==> src/rtl/hdb3_decoder.sv <==
// hdb3_decoder: HDB3 rail-pair to NRZ decoder with violation-based substitution removal and line-code error monitoring
module hdb3_decoder #(
    parameter logic INIT_POL  = 1'b0,
    parameter int   ERR_CNT_W = 8
) (
    input  logic                 clk,
    input  logic                 rst,
    input  logic                 en,
    input  logic                 bp,
    input  logic                 bn,
    output logic                 data_out,
    output logic                 valid,
    output logic                 code_err,
    output logic [ERR_CNT_W-1:0] err_cnt
);
    logic [3:0] sr;
    logic [2:0] fill;
    logic       last_pol, has_v, last_v_pol;
    logic [1:0] zero_cnt;
    logic       mark, pol, ill, is_v, zero4, err;
    always_comb begin
        mark  = bp ^ bn;
        pol   = bp;
        ill   = bp & bn;
        is_v  = mark && (pol == last_pol);
        zero4 = !mark && (zero_cnt == 2'd3);
        err   = ill || (is_v && (sr[0] || sr[1])) || (is_v && has_v && (pol == last_v_pol)) || zero4;
    end
    always_ff @(posedge clk) begin
        if (rst) begin
            sr         <= '0;
            fill       <= '0;
            last_pol   <= INIT_POL;
            has_v      <= 1'b0;
            last_v_pol <= 1'b0;
            zero_cnt   <= '0;
            data_out   <= 1'b0;
            valid      <= 1'b0;
            code_err   <= 1'b0;
            err_cnt    <= '0;
        end else if (en) begin
            data_out <= sr[3];
            // a violation wipes the V and the B/0 slots ahead of it
            sr       <= is_v ? 4'b0000 : {sr[2:0], mark};
            fill     <= (fill == 3'd4) ? fill : fill + 3'd1;
            valid    <= (fill == 3'd4);
            last_pol <= mark ? pol : last_pol;
            if (is_v) begin
                has_v      <= 1'b1;
                last_v_pol <= pol;
            end
            zero_cnt <= (mark || zero4) ? 2'd0 : zero_cnt + 2'd1;
            code_err <= err;
            if (err && err_cnt != '1) err_cnt <= err_cnt + 1'b1;
        end else begin
            valid    <= 1'b0;
            code_err <= 1'b0;
        end
    end
endmodule

==> config.mk <==
export PLATFORM = sky130hd
export DESIGN_NAME = hdb3_decoder
export DESIGN_NICKNAME = d
export VERILOG_FILES = /design/src/rtl/hdb3_decoder.sv
export SDC_FILE = /design/constraint.sdc
export NUM_CORES = 1
export LEC_CHECK = 0
export BUFFER_PORTS_ARGS = -buffer_cell sky130_fd_sc_hd__buf_2
export CAP_MARGIN = 0
export CORE_MARGIN = 2
export CORE_UTILIZATION = 54
export CTS_BUF_LIST = sky130_fd_sc_hd__clkbuf_8 sky130_fd_sc_hd__clkbuf_16
export DETAILED_ROUTE_END_ITERATION = 6
export GPL_ROUTABILITY_DRIVEN = 0
export GPL_TIMING_DRIVEN = 0
export PLACE_DENSITY = 0.76
export SYNTH_ARGS = -nofsm -noshare
export SYNTH_HDL_FRONTEND = slang
export SYNTH_SLANG_ARGS = --single-unit
==> constraint.sdc <==
create_clock -name clk -period 3 [get_ports clk]
set_clock_uncertainty 0.05 [all_clocks]
set_input_delay 0.6 -clock clk [delete_from_list [all_inputs] [get_ports clk]]
set_output_delay 0.6 -clock clk [all_outputs]
set_load 0.02 [all_outputs]
==> flow_summary.ini <==
[outcome]
run_status = finished clean

[timing]
hold_violations = 0
worst_slew_margin_rel = 0.648
setup_tns_ns = 0
fin_crit_ns = 2.41
setup_viol = 0
slew_violations = 0
tightest_slew_ns = 0.528
rsz0062_at_grt = no
max_freq_mhz = 416
min_period_over_period = 0.802
setup_ws_ns = 0.594

[clock_network]
cts.repair.resized = 0
clockBufferDepth = 2
cts.clk_slew.worst_paths_ns = 0.08
post-cts-setup-buffers = 0
cts_tree = done
cts_max_level = 1
clk_latency_ns = 0.26
cts_num_sinks = 23
cts_hold_buf = 0
cts_buffers = 3
cts_root_buffer = clkbuf_8

[hold_path]
hold_class = reg2reg
holdPathStages = 2

[detailed_routing]
drc = 0
num_vias = 869
via_per_inst = 5.50
antenna_violating_nets_post_route = 0
drt_wl_total_um = 2030
drt-initial-drc-count = 13
drt-pass1-iter-count = 4
avgRoutedWirePerCell_um = 12.8

[placement]
pre_cts_slack_ns = 0.327
post-dp-hpwl_um = 1430
numPortBuffers = 14

[grt]
grt_usage = 0.200
grt_overflow = 0
grt_pass1_wl_um = 3270
grt_max_degree = 14
grt_pass1_vias = 777
antenna_found_initial = 0

[power_and_ir_drop]
ir_worst_vdd_mv = 0.312
leakagePower_nw = 0.521
p_total_mw = 0.578
power.density_mw_per_mm2 = 481

[worst_setup_path]
ff2ff_path_depth = 6
cp-start-kind = input port
critical_path_buf_inv_count = 2
crit_chain = buf_2 -> ha_1 -> nand2_2 -> or3_4 -> a31o_4 -> buf_6 -> or3_1 -> a21oi_1
critPathTopFamily = simple AND/OR/NAND/NOR gates
crit_fanout = 10
cp.arrival_ns = 2.55
cp.required_ns = 3.14
worst-path-stages = 8
cp_slowest_cell = ha_1
critical_path.endpoint_type = flop
crit_type = in2reg
cp_slowest_stage_delay_ns = 0.41

[synthesis]
ys.flop_type = dfxtp_1
synth_common_cells = dfxtp_1, nor2_1, a21oi_1
synth_nets = 125
yosys.area.top_type = dfxtp_1
synth_most_common_cell = dfxtp_1
ys_ff_latch = 23
synth-async-reset-ratio = 0
synth_edf_count = 0
synth_seq_area_share = 0.437
synth_cell_types = 36
netlist_area_mm2 = 0.00105
ys_warn_count = 0
ys_top_cells_by_area = dfxtp_1, ha_1, mux2i_1
yosysTopAreaCellShare = 0.437
synth_area_per_cell_um2 = 9.17
netlist_instances = 115

[layout]
final_nets = 144
utilization = 0.674
fill_cells = 149
insertedDiodeCount = 0
drive_gt1_frac = 0.188
areaGrowthSynthToFinish_pct = 14.0

[floorplanning]
num_rows = 15
die_area_mm2 = 0.00232
io_pins = 16
die_x_um = 48.2
initial_core_util = 0.592
dieHeight_um = 48.2
coreArea_mm2 = 0.00178

[flow_run]
max-cap-violations = 0
-- path summary, 6_finish.rpt --
check	from	endpoint	slack (ns)
worst max-delay path	bp	err_cnt[7]$_SDFFE_PP0P_	0.59
worst max register to register	last_pol$_SDFFE_PP0P_	err_cnt[7]$_SDFFE_PP0P_	1.09
worst min register to register	has_v$_SDFFE_PP0P_	has_v$_SDFFE_PP0P_	0.43
worst min-delay path	has_v$_SDFFE_PP0P_	has_v$_SDFFE_PP0P_	0.43
-- cells in the final DEF, fill, tap and decap left out, types with 2 or more instances in the layout --
master     n
dfxtp_1   23
buf_2     15
nor2_1    13
a21oi_1   11
nor3_1     7
nand3_1    7
mux2i_1    6
o21ai_0    5
ha_1       5
nand2_1    3
or3_1      3
clkbuf_8   3
inv_1      2
clkbuf_1   2
xor2_1     2
and4_1     2
and4b_1    2
nand2b_1   2
-- state kept, by name, summed over array words and instances, names as in the netlist --
register    flops
code_err        1
data_out        1
err_cnt         8
fill            3
has_v           1
last_pol        1
last_v_pol      1
sr              4
valid           1
zero_cnt        2
-- power by group --
| group | total [mW] | switching [mW] | leakage [nW] | internal (mW) |
|---|---|---|---|---|
| clock network | 0.190 | 0.0974 | 0.0255 | 0.0925 |
| logic | 0.0650 | 0.0380 | 0.309 | 0.0269 |
| registers | 0.323 | 0.00833 | 0.187 | 0.315 |
| total | 0.578 | 0.144 | 0.521 | 0.434 |
-- worst reg2reg max path, delay by kind of cell, from the launching register on --
kind / cells / cell delay [ns]
XOR/XNOR: 1 / 0.14
flip-flops: 1 / 0.42
AND/OR/NAND/NOR: 2 / 0.71
AO/OA/AOI/OAI: 2 / 0.39
buffers and inverters: 1 / 0.14
-- per-stage QoR --
step	cell area (um^2)	instances	hold WS (ns)
2_1_floorplan	1050	115	0.391
3_5_place_dp	1160	154	0.415
4_1_cts	1200	158	0.434
6_report	1200	158	0.434
3_3_place_gp	1160	154	0.403
5_1_grt	1200	158	0.447
-- cells by family after synthesis --
logic type	share of synthesized area
compound gates	0.144
xor+xnor	0.0249
fa+ha+maj	0.0593
buf+inv	0.0332
flops	0.437
mux	0.0569
simple gates	0.246
-- metal layers --
layer / up-vias / wire [um] / GRT usage
met4: 0 / 15 / 0.0649
met5: - / 0 / 0
met1: 399 / 984 / 0.259
li1: 455 / - / -
met3: 2 / 70 / 0.0333
met2: 13 / 954 / 0.337
-- layout make-up --
| cell class | count | area (um^2) | share of cell area |
|---|---|---|---|
| multi-input combinational | 85 | 559 | 0.465 |
| sequential | 23 | 460 | 0.383 |
| timing repair buffer | 14 | 70.1 | 0.0583 |
| clock buffer | 3 | 41.3 | 0.0343 |
| tap | 25 | 31.3 | 0.0260 |
| buffer | 5 | 27.5 | 0.0229 |
| inverter | 2 | 7.51 | 0.00624 |
| clock inverter | 1 | 5.00 | 0.00416 |
(Power assumes the default switching activity.)
